[src/rtl/hazard_stall_ctrl_pkg.sv]
// Shared encodings for the decode-stage hazard scheduler: Tuse/Tnew codes,
// mult/div sequencer states, default latencies and the per-operand hazard test.
package hazard_stall_ctrl_pkg;

    localparam logic [1:0] TUSE_NONE = 2'd3;
    localparam logic [1:0] TNEW_NOW  = 2'd0;

    localparam int MULT_CYCLES_DEF = 5;
    localparam int DIV_CYCLES_DEF  = 10;

    typedef enum logic [1:0] {
        MD_IDLE = 2'd0,
        MD_MULT = 2'd1,
        MD_DIV  = 2'd2
    } md_state_e;

    // A source is blocked when a younger-stage producer will not have its
    // result ready by the time D needs it; Tnew==0 falls to forwarding.
    function automatic logic src_hazard(
        input logic [4:0] src,
        input logic [1:0] tuse,
        input logic       e_we,
        input logic [4:0] e_addr,
        input logic [1:0] e_tnew,
        input logic       m_we,
        input logic [4:0] m_addr,
        input logic [1:0] m_tnew
    );
        logic e_hit;
        logic m_hit;
        e_hit = e_we && (e_addr == src) && (tuse < e_tnew);
        m_hit = m_we && (m_addr == src) && (tuse < m_tnew);
        return (src != 5'd0) && (tuse != TUSE_NONE) && (e_hit || m_hit);
    endfunction

endpackage

[src/rtl/hazard_stall_ctrl_md_busy_seq.sv]
// Mult/div occupancy sequencer: counts down the unit latency after an issue in E
// and reports MD_Busy combinationally so the very next D instruction sees it.
module hazard_stall_ctrl_md_busy_seq
    import hazard_stall_ctrl_pkg::*;
#(
    parameter int MULT_CYCLES = MULT_CYCLES_DEF,
    parameter int DIV_CYCLES  = DIV_CYCLES_DEF,
    parameter int CNT_W       = 4
) (
    input  logic clk,
    input  logic reset,
    input  logic md_start_i,
    input  logic md_is_div_i,
    output logic md_busy_o
);

    md_state_e        state_q;
    logic [CNT_W-1:0] cnt_q;

    always_ff @(posedge clk) begin
        if (reset) begin
            state_q <= MD_IDLE;
            cnt_q   <= '0;
        end else begin
            case (state_q)
                MD_IDLE: begin
                    if (md_start_i) begin
                        state_q <= md_is_div_i ? MD_DIV : MD_MULT;
                        cnt_q   <= md_is_div_i ? CNT_W'(DIV_CYCLES - 1)
                                               : CNT_W'(MULT_CYCLES - 1);
                    end
                end
                MD_MULT, MD_DIV: begin
                    // A new start here is impossible: D is held while busy.
                    if (cnt_q == '0) begin
                        state_q <= MD_IDLE;
                    end else begin
                        cnt_q <= cnt_q - 1'b1;
                    end
                end
                default: begin
                    state_q <= MD_IDLE;
                    cnt_q   <= '0;
                end
            endcase
        end
    end

    assign md_busy_o = md_start_i | (state_q != MD_IDLE);

endmodule

[src/rtl/hazard_stall_ctrl.sv]
// Decode-stage stall controller (Tuse/Tnew compare plus mult/div busy stall).
// Optional HAZARD_STALL_STATS_EN adds 32-bit stall and MD-stall cycle counters.
module hazard_stall_ctrl
    import hazard_stall_ctrl_pkg::*;
#(
    parameter int MULT_CYCLES = MULT_CYCLES_DEF,
    parameter int DIV_CYCLES  = DIV_CYCLES_DEF,
    parameter int CNT_W       = 4
) (
    input  logic        clk,
    input  logic        reset,
    input  logic [4:0]  D_Rs,
    input  logic [4:0]  D_Rt,
    input  logic [1:0]  D_TuseRs,
    input  logic [1:0]  D_TuseRt,
    input  logic        D_IsMD,
    input  logic        E_GRFWE,
    input  logic [4:0]  E_Addr,
    input  logic [1:0]  E_Tnew,
    input  logic        M_GRFWE,
    input  logic [4:0]  M_Addr,
    input  logic [1:0]  M_Tnew,
    input  logic        E_MDStart,
    input  logic        E_MDIsDiv,
`ifdef HAZARD_STALL_STATS_EN
    output logic [31:0] StallCycles,
    output logic [31:0] MDStallCycles,
`endif
    output logic        Stall,
    output logic        PC_En,
    output logic        FD_En,
    output logic        DE_Flush,
    output logic        MD_Busy
);

    logic stall_rs;
    logic stall_rt;
    logic stall_md;

    hazard_stall_ctrl_md_busy_seq #(
        .MULT_CYCLES (MULT_CYCLES),
        .DIV_CYCLES  (DIV_CYCLES),
        .CNT_W       (CNT_W)
    ) u_md_seq (
        .clk         (clk),
        .reset       (reset),
        .md_start_i  (E_MDStart),
        .md_is_div_i (E_MDIsDiv),
        .md_busy_o   (MD_Busy)
    );

    assign stall_rs = src_hazard(D_Rs, D_TuseRs, E_GRFWE, E_Addr, E_Tnew,
                                 M_GRFWE, M_Addr, M_Tnew);
    assign stall_rt = src_hazard(D_Rt, D_TuseRt, E_GRFWE, E_Addr, E_Tnew,
                                 M_GRFWE, M_Addr, M_Tnew);
    assign stall_md = D_IsMD & MD_Busy;

    // Nothing is frozen while reset is held, whatever the stage inputs show.
    assign Stall    = ~reset & (stall_rs | stall_rt | stall_md);
    assign PC_En    = ~Stall;
    assign FD_En    = ~Stall;
    assign DE_Flush = Stall;

`ifdef HAZARD_STALL_STATS_EN
    logic [31:0] stall_cnt_q;
    logic [31:0] md_stall_cnt_q;

    always_ff @(posedge clk) begin
        if (reset) begin
            stall_cnt_q    <= '0;
            md_stall_cnt_q <= '0;
        end else begin
            if (Stall) begin
                stall_cnt_q <= stall_cnt_q + 32'd1;
            end
            if (stall_md) begin
                md_stall_cnt_q <= md_stall_cnt_q + 32'd1;
            end
        end
    end

    assign StallCycles   = stall_cnt_q;
    assign MDStallCycles = md_stall_cnt_q;
`endif

endmodule

[config.mk]
export PLATFORM = sky130hd
export DESIGN_NAME = hazard_stall_ctrl
export DESIGN_NICKNAME = d
export VERILOG_FILES = /design/src/rtl/hazard_stall_ctrl_pkg.sv /design/src/rtl/hazard_stall_ctrl_md_busy_seq.sv /design/src/rtl/hazard_stall_ctrl.sv
export SDC_FILE = /design/constraint.sdc
export NUM_CORES = 1
export LEC_CHECK = 0
export CAP_MARGIN = 20
export CORE_UTILIZATION = 39
export CTS_CLUSTER_DIAMETER = 100
export DETAILED_ROUTE_END_ITERATION = 10
export GPL_TIMING_DRIVEN = 0
export PLACE_DENSITY = 0.8
export REMOVE_ABC_BUFFERS = 1
export SLEW_MARGIN = 20
export SYNTH_ARGS = -nofsm -noshare
export SYNTH_HDL_FRONTEND = slang
export SYNTH_SLANG_ARGS = --single-unit
[constraint.sdc]
create_clock -name clk -period 2.5 [get_ports clk]
set_input_delay 0.5 -clock clk [delete_from_list [all_inputs] [get_ports clk]]
set_output_delay 0.5 -clock clk [all_outputs]
set_load 0.03 [all_outputs]
; Word-level counts from Yosys, hierarchy flattened
; Index checks and enable logic that the tools add are counted.
[classes]
n_reduce_logical = 22
magnitude_cmp = 4
n_mux = 8
n_addsub = 1
n_eq_ne = 11
bitwise = 7
[op_table]
columns = operator, n
row1 = equality test 5 bit, 4
row2 = logical AND 1 bit, 12
row3 = two-way mux 4 bit, 3
row4 = nonzero test 5 bit, 2
row5 = < comparator 2 bit, 4
row6 = "!= test 2 bit, second input constant", 4
row7 = case mux 4 bit (2 select lines), 1
row8 = two-way mux 2 bit, 3
row9 = zero test 4 bit, 1
row10 = case mux 2 bit (2 select lines), 1
row11 = AND reduction 2 bit, 2
row12 = "subtractor 4 x 1 -> 4 bit, second input constant", 1
row13 = bitwise OR 1 bit, 3
row14 = AND 1 bit, 2
row15 = "equality test 2 x 1 -> 1 bit, second input constant", 1
row16 = "equality test 2 bit, second input constant", 1
row17 = zero test 2 bit, 1
row18 = logical OR 1 bit, 2
row19 = "!= test 2 x 1 -> 1 bit, second input constant", 1
row20 = NOT 1 bit, 2
row21 = nonzero test 2 bit, 1
row22 = OR reduction 2 bit, 1
[word_totals]
inputBits = 35
register_bits = 6
output_inout_bits = 5
wordCells = 55

; Longest topological paths before layout
; Gate-level depths: netlist of run 1.
[depth]
depth_word = 9
depth_mapped = 8
mapped_depth_nobuf = 7

; Cells and area by module
; A second synthesis of run 1 with hierarchy kept.
[hier_totals]
hier_cells = 107
area_unflattened_um2 = 839.6
[by_module_without_submodules]
columns = mod, seq_area_each_um2, n_inst, area_each_um2, cells_per_inst
row1 = hazard_stall_ctrl_md_busy_seq, 120.1, 1, 425.4, 49
row2 = hazard_stall_ctrl, 0.0, 1, 414.1, 58

; Worst setup path before layout of run 1
; OpenSTA, ideal clock, no wires.
[synth_path]
path_kind = in2out
from = in D_Rs[0]
to = out PC_En
path_slack_ps = -220
t_arrival_ps = 2220
cell_stages = 5
n_path_buf = 1
cell_sequence = or4_1 o21ai_1 a21oi_1 nor3_1 buf_4
[synth_via]
elab_chain_len = 9
word_cells_on_any_way = 14
cone_classes = eq/ne (2) / bitwise (4) / reduce/logical (8)
[synth_rtl]
columns = element, line
row1 = start: declaration, hazard_stall_ctrl.sv:12  ; input logic [4:0] D_Rs,
row2 = "equality test 5 bit, on equally long branches", "hazard_stall_ctrl_pkg.sv:31, hazard_stall_ctrl_pkg.sv:32"
row3 = "logical AND 1 bit, on equally long branches (2 in series)", "hazard_stall_ctrl_pkg.sv:31, hazard_stall_ctrl_pkg.sv:32"
row4 = logical OR 1 bit, hazard_stall_ctrl_pkg.sv:33  ; return (src != 5'd0) && (tuse != TUSE_NONE) && (e_hit || m_hit);
row5 = logical AND 1 bit (*), hazard_stall_ctrl_pkg.sv:33
row6 = bitwise OR 1 bit (*) (2 in series), hazard_stall_ctrl.sv:59  ; assign Stall = ~reset & (stall_rs | stall_rt | stall_md);
row7 = AND 1 bit (*), hazard_stall_ctrl.sv:59
row8 = NOT 1 bit (*), n/a
row9 = end: declaration, hazard_stall_ctrl.sv:30  ; output logic PC_En,
; Every way passes the cells marked *; elsewhere a longest branch is shown, timed or not.

; Final worst setup path of run 1
[layout_path]
from = in D_Rt[3]
to = out DE_Flush
[layout_via]
elab_chain_len = 8
word_cells_on_any_way = 13
cone_classes = eq/ne (2) / bitwise (3) / reduce/logical (8)
[layout_rtl]
columns = element, line
row1 = start: declaration, hazard_stall_ctrl.sv:13  ; input logic [4:0] D_Rt,
row2 = "equality test 5 bit, on equally long branches", "hazard_stall_ctrl_pkg.sv:31, hazard_stall_ctrl_pkg.sv:32"
row3 = "logical AND 1 bit, on equally long branches (2 in series)", "hazard_stall_ctrl_pkg.sv:31, hazard_stall_ctrl_pkg.sv:32"
row4 = logical OR 1 bit, hazard_stall_ctrl_pkg.sv:33
row5 = logical AND 1 bit (*), hazard_stall_ctrl_pkg.sv:33
row6 = bitwise OR 1 bit (*) (2 in series), hazard_stall_ctrl.sv:59
row7 = AND 1 bit (*), hazard_stall_ctrl.sv:59
row8 = end: declaration, hazard_stall_ctrl.sv:32  ; output logic DE_Flush,
; Marks and branches as above.

==> report_table.html, run 1 <==
<table>
<tr><th>Metric</th><th>Value</th></tr>
<tr><th colspan="2">Outcome</th></tr>
<tr><td>Status</td><td>finished, violations left</td></tr>
<tr><td>Failing checks</td><td>setup timing</td></tr>
<tr><th colspan="2">Clocking</th></tr>
<tr><td>Hold buffer count at CTS</td><td>0</td></tr>
<tr><td>CTS H-Tree Depth</td><td>1</td></tr>
<tr><td>CTS tree</td><td>built</td></tr>
<tr><td>TritonCTS buffer count</td><td>3</td></tr>
<tr><td>Clock latency of the later-clocked register in the worst-skew pair</td><td>between 0.2 and 0.25 ns</td></tr>
<tr><td>Clock net sink count</td><td>6</td></tr>
<tr><td>Buffer depth of the longest clock path</td><td>2</td></tr>
<tr><td>Buffer type at the clock tree root</td><td>sky130_fd_sc_hd__clkbuf_4</td></tr>
<tr><td>Reg clk slew, reported paths</td><td>~0.04 ns</td></tr>
<tr><th colspan="2">Synth</th></tr>
<tr><td>Post-synthesis sequential area ratio</td><td>15.6%</td></tr>
<tr><td>Cell with the most instances after synthesis</td><td>sky130_fd_sc_hd__xor2_1</td></tr>
<tr><td>Area share of the largest cell type after synthesis</td><td>15.9%</td></tr>
<tr><td>Most frequent cells after synthesis</td><td>14 x sky130_fd_sc_hd__xor2_1, 12 x sky130_fd_sc_hd__a21oi_1, 9 x sky130_fd_sc_hd__inv_1, 8 x sky130_fd_sc_hd__ha_1, 8 x sky130_fd_sc_hd__xnor2_1</td></tr>
<tr><td>Fraction of registers with async set or reset after synthesis</td><td>0%</td></tr>
<tr><td>Post-synth EDFFs</td><td>0</td></tr>
<tr><td>Largest area contributor in the netlist</td><td>sky130_fd_sc_hd__xor2_1</td></tr>
<tr><td>Cell Area, Synth</td><td>around 770 um2</td></tr>
<tr><td>Unique masters post-synth</td><td>24</td></tr>
<tr><td>Yosys Warn Count</td><td>0</td></tr>
<tr><td>Number of storage elements in the synthesis netlist</td><td>6</td></tr>
<tr><td>Instance count of the mapped netlist</td><td>between 100 and 150</td></tr>
<tr><td>Dominant register cell in the synthesized netlist</td><td>sky130_fd_sc_hd__dfxtp_1</td></tr>
<tr><td>Most area-consuming cells after synthesis</td><td>sky130_fd_sc_hd__xor2_1 16%, sky130_fd_sc_hd__dfxtp_1 16%, sky130_fd_sc_hd__ha_1 13%</td></tr>
<tr><td>Synthesized area per cell</td><td>7.57 um2</td></tr>
<tr><th colspan="2">Pwr</th></tr>
<tr><td>Largest vdd supply drop</td><td>about 210 uV</td></tr>
<tr><td>Total power per unit cell area</td><td>438 nW/um2</td></tr>
<tr><td>Lkg Pwr</td><td>0.000565 uW</td></tr>
<tr><th colspan="2">Placement</th></tr>
<tr><td>Area after detailed placement</td><td>~1200 um2</td></tr>
<tr><td>Post-placement setup slack</td><td>-0.737 ns</td></tr>
<tr><td>Count of input and output buffers</td><td>39</td></tr>
<tr><td>Final estimated routing congestion in global placement</td><td>roughly 0.85</td></tr>
<tr><td>Half-perimeter wire length after detailed placement</td><td>1660 um</td></tr>
<tr><th colspan="2">Final layout</th></tr>
<tr><td>Final antenna diode count</td><td>0</td></tr>
<tr><td>Synth-to-layout area growth</td><td>70.2%</td></tr>
<tr><td>Final core occ</td><td>73.7%</td></tr>
<tr><td>Proportion of layout cells with a drive suffix above 1</td><td>24.8%</td></tr>
<tr><td>Fin area</td><td>around 1300 um2</td></tr>
<tr><td>Final layout net count</td><td>~190</td></tr>
<tr><th colspan="2">Worst hold path</th></tr>
<tr><td>Depth of the worst hold-timing path</td><td>2</td></tr>
<tr><td>Hold Crit Class</td><td>register to register</td></tr>
<tr><th colspan="2">Floorplanning</th></tr>
<tr><td>Rows</td><td>15</td></tr>
<tr><td>Floorplan die height</td><td>roughly 46 um</td></tr>
<tr><td>Initial core utilization</td><td>between 40 and 50%</td></tr>
<tr><td>Floorplan die width</td><td>approximately 46 um</td></tr>
<tr><td>Overall die area</td><td>2160 um2</td></tr>
<tr><td>Core area</td><td>about 1800 um2</td></tr>
<tr><td>IO Count</td><td>40</td></tr>
<tr><th colspan="2">Drt</th></tr>
<tr><td>Number of nets with antenna violations after detailed routing</td><td>0</td></tr>
<tr><td>Count of vias placed by the detailed router</td><td>847</td></tr>
<tr><td>Per-cell via count in the routed design</td><td>5.10</td></tr>
<tr><td>First DRT Iteration DRCs</td><td>4</td></tr>
<tr><td>Number of optimization iterations in the first detailed-route pass</td><td>4</td></tr>
<tr><td>Number of DRC violations after detailed routing</td><td>0</td></tr>
<tr><td>WL/cell</td><td>between 10 and 15 um</td></tr>
<tr><td>Total Routed Length</td><td>roughly 2100 um</td></tr>
<tr><th colspan="2">Global routing</th></tr>
<tr><td>Global-route wire length before repair</td><td>2920 um</td></tr>
<tr><td>Number of antenna violations at the first check in global routing</td><td>0</td></tr>
<tr><td>Overall overflow remaining after global route</td><td>0</td></tr>
<tr><td>Pin count of the biggest net entering global routing</td><td>10</td></tr>
<tr><td>GRT Overall Usage</td><td>18.9%</td></tr>
<tr><td>Vias in the first global route</td><td>between 700 and 800</td></tr>
<tr><th colspan="2">Critical path</th></tr>
<tr><td>Worst R2R Setup Slack</td><td>between 0.8 and 0.9 ns</td></tr>
<tr><td>Critical path start-end classification</td><td>input pin to output pin</td></tr>
<tr><td>Path depth of the worst reg2reg path</td><td>6</td></tr>
<tr><td>Category of the worst setup path capture point</td><td>output pin</td></tr>
<tr><td>Worst Setup Start Kind</td><td>input pin</td></tr>
<tr><td>Critical Path AT</td><td>between 2 and 2.5 ns</td></tr>
<tr><td>Required @ worst endpoint</td><td>2.00 ns</td></tr>
<tr><td>Highest fanout seen on the critical path</td><td>3</td></tr>
<tr><th colspan="2">Timing</th></tr>
<tr><td>Part of the cycle the worst path needs</td><td>102%</td></tr>
<tr><td>Post-route clock skew</td><td>approximately 0.0025 ns</td></tr>
<tr><td>Max Fclk</td><td>392 MHz</td></tr>
<tr><td>Count of final max-slew check failures</td><td>0</td></tr>
<tr><td>Total of endpoints with negative setup slack in the final report</td><td>2</td></tr>
<tr><td>Hold violation total from the final report</td><td>0</td></tr>
<tr><td>Final min period</td><td>roughly 2.5 ns</td></tr>
<tr><td>Setup ws final</td><td>-0.0485 ns</td></tr>
<tr><td>Worst slew margin relative to its limit</td><td>around four fifths</td></tr>
<tr><td>Tightest hold margin</td><td>0.497 ns</td></tr>
<tr><td>Pin slew with the least headroom to its limit</td><td>0.315 ns</td></tr>
<tr><th colspan="2">Flow run</th></tr>
<tr><td>Number of max-cap violations</td><td>0</td></tr>
</table>
-- metal layers --
metal | vias to the layer above | part of all wire [%] | track usage, %
met2 | 36 | 57 | 40.6
met1 | 379 | 36 | 16.7
met3 | 4 | 5.2 | 1.96
met4 | 0 | 1.8 | 7.65
li1 | 428 | - | -
met5 | - | 0 | 0
-- flip-flops by register name, indices dropped and copies added (netlist names) --
| register | flops |
|---|---|
| u_md_seq.cnt_q | 4 |
| u_md_seq.state_q | 2 |
-- worst max-delay path, stage by stage --
cell and delay (ns):
sky130_fd_sc_hd__clkdlybuf4s15_1 0.24, sky130_fd_sc_hd__or4_1 0.55, sky130_fd_sc_hd__o21ai_1 0.20, sky130_fd_sc_hd__a21oi_2 0.05
sky130_fd_sc_hd__or3_4 0.34, sky130_fd_sc_hd__buf_6 0.15
-- cell usage in the layout (no fill, tap or decap), drive strengths merged --
master / Yosys / layout
mux2i: 2 / 2
nand2b: 4 / 4
ha: 8 / 8
nand4: 4 / 4
nor3b: 1 / 1
nor2: 6 / 6
inv: 9 / 9
xnor2: 8 / 8
dlymetal6s2s: 0 / 5
nor2b: 2 / 2
clkdlybuf4s50: 0 / 13
a31o: 1 / 1
clkbuf: 1 / 7
a21oi: 12 / 12
and2: 1 / 1
or4: 2 / 2
nor3: 4 / 4
nand2: 2 / 2
nor4b: 1 / 1
nor4: 4 / 4
buf: 2 / 4
clkdlybuf4s15: 0 / 3
dlygate4sd2: 0 / 10
xor2: 14 / 14
o21ai: 6 / 6
or3: 2 / 2
dfxtp: 6 / 6
-- power breakdown --
group	leakage (uW)	switching (uW)	internal [uW]	total (uW)
combinational	0.000502	182	168	351
clock	0.0000138	31.3	54.1	85.3
sequential	0.0000493	20.4	120	140
total	0.000565	234	342	576
-- kinds of logic after synthesis --
kind of cell             synth area share, %
AO/OA/AOI/OAI                           12.8
XOR/XNOR                                25.0
adder cells (fa/ha/maj)                 13.0
buffers and inverters                   6.81
flip-flops                              15.6
multiplexers                            2.59
AND/OR/NAND/NOR                         24.3
-- stage by stage --
step                TNS, ns  std cells  power (uW)
floorplan            -0.927         99         347
global placement      -2.82        163         460
detailed placement    -2.82        163         470
CTS                       0        166         572
global route         -0.277        166         623
finish              -0.0964        166         576
-- area by class of cell --
cell class              count  area, um2
flip-flops and latches      6        120
fillers                   129        469
multi-input cells          84        742
clock buffers               3       22.5
inverters                   9       33.8
repair buffers             39        364
well taps                  25       31.3
-- repair_timing --
item | CTS | global route
buffers inserted | 0 | 0
pin swaps | 14 | 7
hold endpoints to repair | 0 | 0
cloned | 0 | 0
setup endpoints to repair | 4 | 4
resized for setup | 71 | 17
-- final timing paths --
| kind | startpoint | to |
|---|---|---|
| max reg2reg | u_md_seq.state_q[0]$_SDFFE_PP0P_ | u_md_seq.cnt_q[3]$_SDFFE_PP0P_ |
| min | u_md_seq.cnt_q[3]$_SDFFE_PP0P_ | u_md_seq.cnt_q[3]$_SDFFE_PP0P_ |
| min reg2reg | u_md_seq.cnt_q[3]$_SDFFE_PP0P_ | u_md_seq.cnt_q[3]$_SDFFE_PP0P_ |
| max | D_Rt[3] | DE_Flush |
No activity file was read; power rests on OpenSTA's default activity.
==> inputs of run 2 (changes only) <==
CAP_MARGIN = 40   (was 20)
==> results of run 2 <==
Same layout as run 1: the final DEF is identical, and so are final timing and power.
==> inputs of run 3 (changes only) <==
--- a/config.mk
+++ b/config.mk
@@ -6,5 +6,5 @@
 export NUM_CORES = 1
 export LEC_CHECK = 0
-export CAP_MARGIN = 40
+export CAP_MARGIN = 20
 export CORE_UTILIZATION = 39
 export CTS_CLUSTER_DIAMETER = 100
==> constraint.sdc (replaced) <==
create_clock -name clk -period 2.5 [get_ports clk]
set_input_delay 0.5 -clock clk [delete_from_list [all_inputs] [get_ports clk]]
set_output_delay 0.5 -clock clk [all_outputs]
set_load 0.005 [all_outputs]
==> report_table.html, run 3 (same netlist as run 1, synthesis figures left out) <==
<table>
<tr><th>Metric</th><th>Value</th></tr>
<tr><th colspan="2">Clocking</th></tr>
<tr><td>Buffer type at the clock tree root</td><td>sky130_fd_sc_hd__clkbuf_4</td></tr>
<tr><td>CTS H-Tree Depth</td><td>1</td></tr>
<tr><td>Hold buffer count at CTS</td><td>0</td></tr>
<tr><td>CTS tree</td><td>built</td></tr>
<tr><td>Clock net sink count</td><td>6</td></tr>
<tr><td>Clock latency of the later-clocked register in the worst-skew pair</td><td>~0.24 ns</td></tr>
<tr><td>Buffer depth of the longest clock path</td><td>2</td></tr>
<tr><td>Reg clk slew, reported paths</td><td>~0.04 ns</td></tr>
<tr><td>Setup fix buffers added after clock tree synthesis</td><td>0</td></tr>
<tr><td>TritonCTS buffer count</td><td>3</td></tr>
<tr><th colspan="2">Timing</th></tr>
<tr><td>Hold violation total from the final report</td><td>0</td></tr>
<tr><td>Final min period</td><td>roughly 2.5 ns</td></tr>
<tr><td>Part of the cycle the worst path needs</td><td>just under 100%</td></tr>
<tr><td>Post-route clock skew</td><td>0.000444 ns</td></tr>
<tr><td>Worst slew margin relative to its limit</td><td>~72%</td></tr>
<tr><td>Pin slew with the least headroom to its limit</td><td>between 0.4 and 0.5 ns</td></tr>
<tr><td>Max Fclk</td><td>roughly 400 MHz</td></tr>
<tr><td>Count of final max-slew check failures</td><td>0</td></tr>
<tr><td>Unrepaired setup endpoints after global routing</td><td>false</td></tr>
<tr><td>Setup ws final</td><td>slightly above 0.03 ns</td></tr>
<tr><td>Total of endpoints with negative setup slack in the final report</td><td>0</td></tr>
<tr><td>Sum of negative setup slack</td><td>0 ns</td></tr>
<tr><th colspan="2">Floorplanning</th></tr>
<tr><td>Rows</td><td>15</td></tr>
<tr><td>Core area</td><td>about 1800 um2</td></tr>
<tr><td>Initial core utilization</td><td>between 40% and 50%</td></tr>
<tr><td>IO Count</td><td>40</td></tr>
<tr><td>Floorplan die width</td><td>roughly 46 um</td></tr>
<tr><td>Overall die area</td><td>around 2200 um2</td></tr>
<tr><td>Floorplan die height</td><td>46.5 um</td></tr>
<tr><th colspan="2">Final layout</th></tr>
<tr><td>Register area</td><td>about 120 um2</td></tr>
<tr><td>Synth-to-layout area growth</td><td>71.3%</td></tr>
<tr><td>Final layout net count</td><td>between 150 and 200</td></tr>
<tr><td>Register containing the most flip-flops in the final layout</td><td>u_md_seq.cnt_q</td></tr>
<tr><td>Largest regs</td><td>u_md_seq.cnt_q x4, u_md_seq.state_q x2</td></tr>
<tr><td>Fin cells</td><td>166</td></tr>
<tr><td>Proportion of layout cells with a drive suffix above 1</td><td>27.7%</td></tr>
<tr><td>Leading cell type in the layout, fill and taps excluded</td><td>sky130_fd_sc_hd__clkdlybuf4s50_1</td></tr>
<tr><td>Fin area</td><td>about 1300 um2</td></tr>
<tr><td>Final antenna diode count</td><td>0</td></tr>
<tr><td>Commonest non-fill, non-tap cells in the layout</td><td>11 x sky130_fd_sc_hd__clkdlybuf4s50_1, 10 x sky130_fd_sc_hd__a21oi_1, 9 x sky130_fd_sc_hd__xor2_1</td></tr>
<tr><td>Flip-flop count of the largest register after layout</td><td>4</td></tr>
<tr><td>Fill cells</td><td>around 130</td></tr>
<tr><td>Multi-input logic area</td><td>759 um2</td></tr>
<tr><th colspan="2">Pwr</th></tr>
<tr><td>Largest vdd supply drop</td><td>just under 200 uV</td></tr>
<tr><td>Net switching power of the design</td><td>between 200 and 250 uW</td></tr>
<tr><td>Clock network fraction of design power</td><td>15.6%</td></tr>
<tr><td>Lkg Pwr</td><td>about 0.00059 uW</td></tr>
<tr><td>Design internal power</td><td>approximately 340 uW</td></tr>
<tr><td>Total power per unit cell area</td><td>about 420 nW/um2</td></tr>
<tr><td>Share of power burned in combinational logic</td><td>a little under 60%</td></tr>
<tr><td>Overall power consumption</td><td>between 500 and 600 uW</td></tr>
<tr><td>Switching part of the total power</td><td>between 30% and 40%</td></tr>
<tr><td>Register share of total power</td><td>about a quarter</td></tr>
<tr><th colspan="2">Worst hold path</th></tr>
<tr><td>Hold Crit Class</td><td>register to register</td></tr>
<tr><th colspan="2">Drt</th></tr>
<tr><td>Per-cell via count in the routed design</td><td>5.15</td></tr>
<tr><td>First DRT Iteration DRCs</td><td>15</td></tr>
<tr><td>Number of optimization iterations in the first detailed-route pass</td><td>4</td></tr>
<tr><td>Number of nets with antenna violations after detailed routing</td><td>0</td></tr>
<tr><td>Total Routed Length</td><td>2260 um</td></tr>
<tr><td>WL/cell</td><td>between 10 and 15 um</td></tr>
<tr><td>Count of vias placed by the detailed router</td><td>~860</td></tr>
<tr><td>Number of DRC violations after detailed routing</td><td>0</td></tr>
<tr><th colspan="2">Flow run</th></tr>
<tr><td>Number of max-cap violations</td><td>0</td></tr>
<tr><th colspan="2">Global routing</th></tr>
<tr><td>GRT Overall Usage</td><td>between 10% and 20%</td></tr>
<tr><td>Pin count of the biggest net entering global routing</td><td>10</td></tr>
<tr><td>Global-route wire length before repair</td><td>3030 um</td></tr>
<tr><td>Overall overflow remaining after global route</td><td>0</td></tr>
<tr><td>Vias in the first global route</td><td>approximately 800</td></tr>
<tr><td>Number of antenna violations at the first check in global routing</td><td>0</td></tr>
<tr><th colspan="2">Critical path</th></tr>
<tr><td>Critical Path AT</td><td>1.97 ns</td></tr>
<tr><td>Critical path start-end classification</td><td>input pin to output pin</td></tr>
<tr><td>Highest fanout seen on the critical path</td><td>3</td></tr>
<tr><td>Worst Setup Start Kind</td><td>input pin</td></tr>
<tr><td>Required @ worst endpoint</td><td>2.00 ns</td></tr>
<tr><td>Category of the worst setup path capture point</td><td>output pin</td></tr>
<tr><td>Worst R2R Setup Slack</td><td>about 0.86 ns</td></tr>
<tr><th colspan="2">Placement</th></tr>
<tr><td>Count of input and output buffers</td><td>39</td></tr>
<tr><td>DP Cell Count</td><td>between 150 and 200</td></tr>
<tr><td>Post-placement setup slack</td><td>-0.569 ns</td></tr>
<tr><td>Area after detailed placement</td><td>between 1000 and 1500 um2</td></tr>
<tr><td>Half-perimeter wire length after detailed placement</td><td>about 1700 um</td></tr>
<tr><td>Final estimated routing congestion in global placement</td><td>0.849</td></tr>
<tr><th colspan="2">Outcome</th></tr>
<tr><td>Status</td><td>finished, final reports clean</td></tr>
</table>
-- run 3: timing repair --
item                       in CTS  in global routing
setup endpoints to repair       4                  4
pin swaps                      14                  8
hold endpoints to repair        0                  0
gates resized for setup        57                 28
-- run 3: path summary, 6_finish.rpt --
kind	startpoint	to	depth (start not counted)
min reg2reg	u_md_seq.cnt_q[3]$_SDFFE_PP0P_	u_md_seq.cnt_q[3]$_SDFFE_PP0P_	2
max	D_Rs[0]	DE_Flush	6
max reg2reg	u_md_seq.state_q[0]$_SDFFE_PP0P_	u_md_seq.cnt_q[3]$_SDFFE_PP0P_	6
min	u_md_seq.cnt_q[3]$_SDFFE_PP0P_	u_md_seq.cnt_q[3]$_SDFFE_PP0P_	2
-- run 3: through the flow --
| stage | utilization [%] | hold slack, ns |
|---|---|---|
| 3_3_place_gp | 65.9 | 0.470 |
| 3_5_place_dp | 65.9 | 0.492 |
| 2_1_floorplan | - | 0.451 |
| 6_report | 74.2 | 0.497 |
| 5_1_grt | 74.2 | 0.538 |
| 4_1_cts | 71.4 | 0.497 |
-- run 3: power by group through the flow --
| stage | Combinational, uW | Sequential, uW | Clock (uW) |
|---|---|---|---|
| after floorplan | 192 | 136 | 0 |
| after CTS | 321 | 139 | 88.3 |
| final | 332 | 140 | 86.9 |
| after global placement | 303 | 139 | 0 |
| after detailed placement | 312 | 141 | 0 |
| after global routing | 367 | 143 | 94.0 |
-- run 3: metal layers --
layer,vias to the layer above,global-route usage (%),part of all wire [%]
met5,-,0,0
met3,2,1.96,5.3
li1,426,-,-
met4,0,8.82,0.35
met1,389,18.6,39
met2,38,40.3,56
-- run 3: area by class of cell --
type                       count  share of cell area, %
timing repair buffer          39                   26.9
clock buffer                   3                   1.70
multi-input combinational     84                   57.4
tap                           25                   2.37
sequential                     6                   9.08
inverter                       9                   2.55
-- run 3: worst max-delay path: stages --
cell and delay (ns):
sky130_fd_sc_hd__dlygate4sd2_1 0.29, sky130_fd_sc_hd__or4_4 0.44, sky130_fd_sc_hd__o21ai_2 0.16, sky130_fd_sc_hd__a21oi_2 0.06, sky130_fd_sc_hd__or3_4 0.37, sky130_fd_sc_hd__buf_2 0.14
